### config.mk
export PLATFORM = sky130hd
export DESIGN_NAME = fp_frame_max
export DESIGN_NICKNAME = d
export VERILOG_FILES = /design/src/rtl/fp_frame_max.sv
export SDC_FILE = /design/constraint.sdc
export NUM_CORES = 1
export LEC_CHECK = 0
export CAP_MARGIN = 20
export CORE_AREA = 8 8 127 129
export DETAILED_ROUTE_END_ITERATION = 16
export DIE_AREA = 0 0 135 137
export PLACE_DENSITY = 0.71
export REMOVE_ABC_BUFFERS = 1
export SLEW_MARGIN = 30
export SYNTH_ARGS = -nofsm -noshare
export SYNTH_HDL_FRONTEND = slang
export SYNTH_SLANG_ARGS = --single-unit
export TNS_END_PERCENT = 100
### constraint.sdc
create_clock -name clk -period 3.2 [get_ports clk]
set_input_delay 0.96 -clock clk [delete_from_list [all_inputs] [get_ports clk]]
set_output_delay 0.96 -clock clk [all_outputs]
set_load 0.05 [all_outputs]
### src/rtl/fp_frame_max.sv
// rtl/fp_frame_max.sv - per-frame float maximum/index tracker driving a registered comparator
// Define FP_FRAME_MAX_MIN_EN to also track the frame minimum (out_min/out_min_idx).
module fp_frame_max #(
  parameter int FRAME_LEN = 16,
  parameter int IDX_W     = 4
) (
  input  logic             clk,
  input  logic             rst_n,
  input  logic             in_valid,
  output logic             in_ready,
  input  logic [31:0]      in_data,
  output logic [31:0]      cmp_a,
  output logic [31:0]      cmp_b,
  input  logic             cmp_aeb,
  input  logic             cmp_agb,
  input  logic             cmp_alb,
  output logic             out_valid,
  input  logic             out_ready,
  output logic [31:0]      out_max,
  output logic [IDX_W-1:0] out_idx,
  output logic             out_err
`ifdef FP_FRAME_MAX_MIN_EN
  ,
  output logic [31:0]      out_min,
  output logic [IDX_W-1:0] out_min_idx
`endif
);

  localparam int CNT_W = $clog2(FRAME_LEN + 1);

  typedef enum logic [2:0] {
    ST_ACCEPT,
    ST_WAIT,
    ST_EVAL,
    ST_WAIT_MIN,
    ST_EVAL_MIN,
    ST_DONE
  } state_t;

  state_t             state_q, state_d;
  logic [CNT_W-1:0]   cnt_q, cnt_d;
  logic [IDX_W-1:0]   sidx_q, sidx_d;
  logic [31:0]        max_q, max_d;
  logic [IDX_W-1:0]   idx_q, idx_d;
  logic               err_q, err_d;
  logic [31:0]        cmp_a_q, cmp_a_d;
  logic [31:0]        cmp_b_q, cmp_b_d;
  logic               in_ready_q, in_ready_d;
  logic               out_valid_q, out_valid_d;
`ifdef FP_FRAME_MAX_MIN_EN
  logic [31:0]        min_q, min_d;
  logic [IDX_W-1:0]   min_idx_q, min_idx_d;
`endif

  logic [2:0] flags;
  logic       flags_ok;
  logic       frame_full;

  assign flags      = {cmp_aeb, cmp_agb, cmp_alb};
  assign flags_ok   = (flags == 3'b100) || (flags == 3'b010) || (flags == 3'b001);
  assign frame_full = (cnt_q == CNT_W'(FRAME_LEN));

  always_comb begin
    state_d   = state_q;
    cnt_d     = cnt_q;
    sidx_d    = sidx_q;
    max_d     = max_q;
    idx_d     = idx_q;
    err_d     = err_q;
    cmp_a_d   = cmp_a_q;
    cmp_b_d   = cmp_b_q;
`ifdef FP_FRAME_MAX_MIN_EN
    min_d     = min_q;
    min_idx_d = min_idx_q;
`endif
    case (state_q)
      ST_ACCEPT: begin
        // in_ready_q gates the accept so nothing is taken in the cycle reset releases
        if (in_valid && in_ready_q) begin
          if (cnt_q == '0) begin
            max_d = in_data;
            idx_d = '0;
`ifdef FP_FRAME_MAX_MIN_EN
            min_d     = in_data;
            min_idx_d = '0;
`endif
            cnt_d = CNT_W'(1);
            if (FRAME_LEN == 1) state_d = ST_DONE;
          end else begin
            cmp_a_d = in_data;
            cmp_b_d = max_q;
            sidx_d  = IDX_W'(cnt_q);
            cnt_d   = cnt_q + CNT_W'(1);
            state_d = ST_WAIT;
          end
        end
      end
      ST_WAIT: state_d = ST_EVAL;
      ST_EVAL: begin
        if (!flags_ok) begin
          err_d = 1'b1;
        end else if (cmp_agb) begin
          max_d = cmp_a_q;
          idx_d = sidx_q;
        end
`ifdef FP_FRAME_MAX_MIN_EN
        cmp_b_d = min_q;
        state_d = ST_WAIT_MIN;
`else
        state_d = frame_full ? ST_DONE : ST_ACCEPT;
`endif
      end
`ifdef FP_FRAME_MAX_MIN_EN
      ST_WAIT_MIN: state_d = ST_EVAL_MIN;
      ST_EVAL_MIN: begin
        if (!flags_ok) begin
          err_d = 1'b1;
        end else if (cmp_alb) begin
          min_d     = cmp_a_q;
          min_idx_d = sidx_q;
        end
        state_d = frame_full ? ST_DONE : ST_ACCEPT;
      end
`endif
      ST_DONE: begin
        if (out_ready) begin
          cnt_d   = '0;
          err_d   = 1'b0;
          state_d = ST_ACCEPT;
        end
      end
      default: state_d = ST_ACCEPT;
    endcase
    in_ready_d  = (state_d == ST_ACCEPT);
    out_valid_d = (state_d == ST_DONE);
  end

  always_ff @(posedge clk or negedge rst_n) begin
    if (!rst_n) begin
      state_q     <= ST_ACCEPT;
      cnt_q       <= '0;
      sidx_q      <= '0;
      max_q       <= '0;
      idx_q       <= '0;
      err_q       <= 1'b0;
      cmp_a_q     <= '0;
      cmp_b_q     <= '0;
      in_ready_q  <= 1'b0;
      out_valid_q <= 1'b0;
`ifdef FP_FRAME_MAX_MIN_EN
      min_q       <= '0;
      min_idx_q   <= '0;
`endif
    end else begin
      state_q     <= state_d;
      cnt_q       <= cnt_d;
      sidx_q      <= sidx_d;
      max_q       <= max_d;
      idx_q       <= idx_d;
      err_q       <= err_d;
      cmp_a_q     <= cmp_a_d;
      cmp_b_q     <= cmp_b_d;
      in_ready_q  <= in_ready_d;
      out_valid_q <= out_valid_d;
`ifdef FP_FRAME_MAX_MIN_EN
      min_q       <= min_d;
      min_idx_q   <= min_idx_d;
`endif
    end
  end

  assign in_ready  = in_ready_q;
  assign out_valid = out_valid_q;
  assign out_max   = max_q;
  assign out_idx   = idx_q;
  assign out_err   = err_q;
  assign cmp_a     = cmp_a_q;
  assign cmp_b     = cmp_b_q;
`ifdef FP_FRAME_MAX_MIN_EN
  assign out_min     = min_q;
  assign out_min_idx = min_idx_q;
`endif

endmodule

==> Flow_metrics.wiki <==
{| class="wikitable"
! Metric !! Value
|-
| Sort of element at the end of the critical path || output port
|-
| Average routed wire per standard cell || around 18 um
|-
| Number of global-route vias before repair || 3768
|-
| Area added between synthesis and finish || 44.2%
|-
| First DRT Iteration DRCs || 149
|-
| Die Height || between 100 and 150 um
|-
| Final weighted congestion of routability-driven global placement || between 0.7 and 0.8
|-
| Data required time at the worst endpoint || ~2200 ps
|-
| Final count of negative-setup-slack endpoints || 0
|-
| # diodes || 0
|-
| RSZ-0062 raised after global routing || no
|-
| Worst slew slack as a fraction of its limit || between 50 and 60%
|-
| CTS sink count || around 120
|-
| # Max-Cap Violations || 0
|-
| Fin Clk Skew || 5.81 ps
|-
| Synth Warn # || 0
|-
| Fraction of layout cells with a size suffix above 1 || 21.4%
|-
| Netlist area before placement || about 4900 sq um
|-
| Post-layout min period || 2610 ps
|-
| Ratio of final minimum period to clock period || 81.7%
|-
| Share of synthesized area occupied by flip-flops and latches || 59.3%
|-
| Tightest hold margin || ~480 ps
|-
| Register-to-Register Path Depth || 7
|-
| Half-perimeter wire length after placement || 8550 um
|-
| Crit path kind || reg -> out
|-
| Clock tree from TritonCTS || done
|-
| Setup repair bufs after CTS || 0
|-
| Buffers from clock root to sink, at most || 2
|-
| Starting utilization of the core area || 34.2%
|-
| Synth Area per Inst || 13.6 sq um
|-
| Yosys cell types || 34
|-
| Cell at the slowest stage of the critical path || clkdlybuf4s50_1
|-
| Fin. Hold Viols || 0
|-
| H-Tree Depth || 4
|-
| Post-DR vias/cell || 4.92
|-
| Max Fanout on Critical Path || 3
|-
| Transition time at the pin with the least slew margin || 657 ps
|-
| Crit Reg-Reg Startpoint || cnt_q[0]
|-
| Flip-flop and latch count after synthesis || ~120
|-
| Commonest register cell after synthesis || dfrtp_1
|-
| Post-detailed-routing wire length || 12600 um
|-
| Largest incremental delay on the critical path || around 840 ps
|-
| Core Footprint || approximately 14000 sq um
|-
| Post-route core utilization || between 40% and 50%
|-
| Largest net degree at the start of global routing || 56
|-
| First-pass GRT wire length || a little over 20000 um
|-
| CTS Hold Bufs || 0
|-
| Data arrival at the endpoint of the critical path || 1650 ps
|-
| Type of the worst min-delay path || in -> async
|-
| Top achievable clock speed || 383 MHz
|-
| Worst reg2reg setup slack || 810 ps
|-
| Endpoint of the worst-slack reg-to-reg timing path || out_max[16]
|-
| Count of antenna-violating nets left after detailed routing || 0
|-
| Clock-pin slew on the worst setup and hold paths || 50 ps
|-
| DRT Pass-1 Iters || 4
|-
| Horiz. Die Dim || 135 um
|-
| Overall track demand over capacity in global routing || 14.1%
|-
| Post-layout nets || 546
|-
| Number of placement rows || 44
|-
| Critical path launch point type || register
|-
| Cells traversed along the worst timing path || clkdlybuf4s50_1
|-
| Die area || about 18000 sq um
|-
| Number of enable-type register cells in the synthesized netlist || 0
|-
| Largest area contributor in the synthesized netlist || dfrtp_1
|-
| Critical path buffer and inverter count || 1
|-
| Io pins || 142
|-
| Cell types occupying the most area after synthesis || dfrtp_1, mux2_2, a21oi_1, mux2i_1, buf_6
|-
| Area share of the largest cell type after synthesis || 59.3%
|-
| Gate count after technology mapping || approximately 360
|-
| Total count of max-transition violations in the final report || 0
|-
| Post-CTS resize count || 0
|-
| Drc violations || 0
|-
| Critical path's top delay family || buffers and inverters
|-
| Result of the run || complete, no violations
|-
| Post-route setup TNS || 0 ps
|-
| Number of buffers created by CTS || 17
|-
| Number of filler cells placed in the layout || 1270
|-
| Vias after detailed routing || 3454
|-
| Grt total ovfl || 0
|-
| CTS Root Buffer Type || clkbuf_16
|-
| Fraction of registers with async set/reset || 100%
|-
| Initial antenna violation count || 0
|-
| Port Buffers || between 100 and 150
|-
| Skew-Pair Late Insertion Delay || 410 ps
|}
## stage by stage
stage	instance area (sq um)	worst slack [ps]	cells
floorplan	4680	-999	335
global placement	6420	330	670
detailed placement	6420	282	670
CTS	6990	561	702
global route	6990	510	702
finish	6990	586	702
## how the worst max path moves through the flow
stage	start	end	slack, ps	cells past startpoint
after floorplan	state_q[1]	cmp_a[0]	-1000	3
after global placement	in_valid	cmp_b[23]	330	5
after detailed placement	in_valid	cmp_a[18]	280	5
after CTS	in_ready	in_ready	560	1
after global routing	out_max[5]	out_max[5]	510	1
final	out_max[5]	out_max[5]	590	1
## final cells by class
class	count	area, sq um	share of cell area [%]
sequential	115	2880	41.2
timing repair buffer	151	1510	21.6
clock inverter	11	110	1.57
multi-input combinational	216	1790	25.6
clock buffer	21	460	6.58
inverter	4	15.0	0.215
tap	184	230	3.29
## cell usage after synthesis (2+ instances only)
library cell    n
mux2i_1        33
dfrtp_1       115
clkbuf_1        5
inv_1           4
nand3b_1        2
buf_2           6
a31oi_1         3
mux2_1          6
buf_6          10
nor4_1          2
nor2_1          4
mux2_2         63
ha_1            2
nand3_1         5
a22o_1          4
nand2_1         5
a21oi_1        67
o21ai_0         4
nor3_1          3
## kinds of logic after synthesis
| logic type | after synthesis | synth area share (%) |
|---|---|---|
| muxes | 102 | 22.8 |
| and+or+nand+nor | 31 | 4.36 |
| AOI/OAI and AO/OA | 80 | 8.92 |
| xor gates and xnor gates | 1 | 0.181 |
| adders and majority gates | 2 | 0.516 |
| buffers and inverters | 27 | 3.87 |
| DFF | 115 | 59.3 |
## routing by layer
metal / global-route usage, % / up-vias / share of wire [%]
li1: - / 1591 / -
met1: 16.1 / 1753 / 41
met2: 22.8 / 96 / 49
met3: 5.95 / 14 / 8.4
met4: 6.29 / 0 / 1.6
met5: 0 / - / 0
## sequential cells by signal, indices dropped and copies added, names as in the netlist
| signal | cells |
|---|---|
| cmp_a | 32 |
| cmp_b | 32 |
| out_max | 32 |
| cnt_q | 5 |
| out_idx | 4 |
| sidx_q | 4 |
| state_q | 3 |
| in_ready | 1 |
| out_err | 1 |
| out_valid | 1 |
## placed cells by master, fill, tap and decap left out, drive strengths merged, types with 2 or more instances in the layout
cell / instances
nor4: 2
nor2: 5
nand3b: 3
dfrtp: 115
clkdlybuf4s50: 140
clkinvlp: 2
a21oi: 67
inv: 4
bufinv: 2
buf: 11
clkinv: 7
mux2i: 33
nand3: 5
nand2: 5
ha: 2
a22o: 4
mux2: 69
a31oi: 3
nor3: 3
o21ai: 5
clkbuf: 21
Power is not shown: default switching activity piles up to over one toggle a cycle in this logic, so the estimate is an artifact.
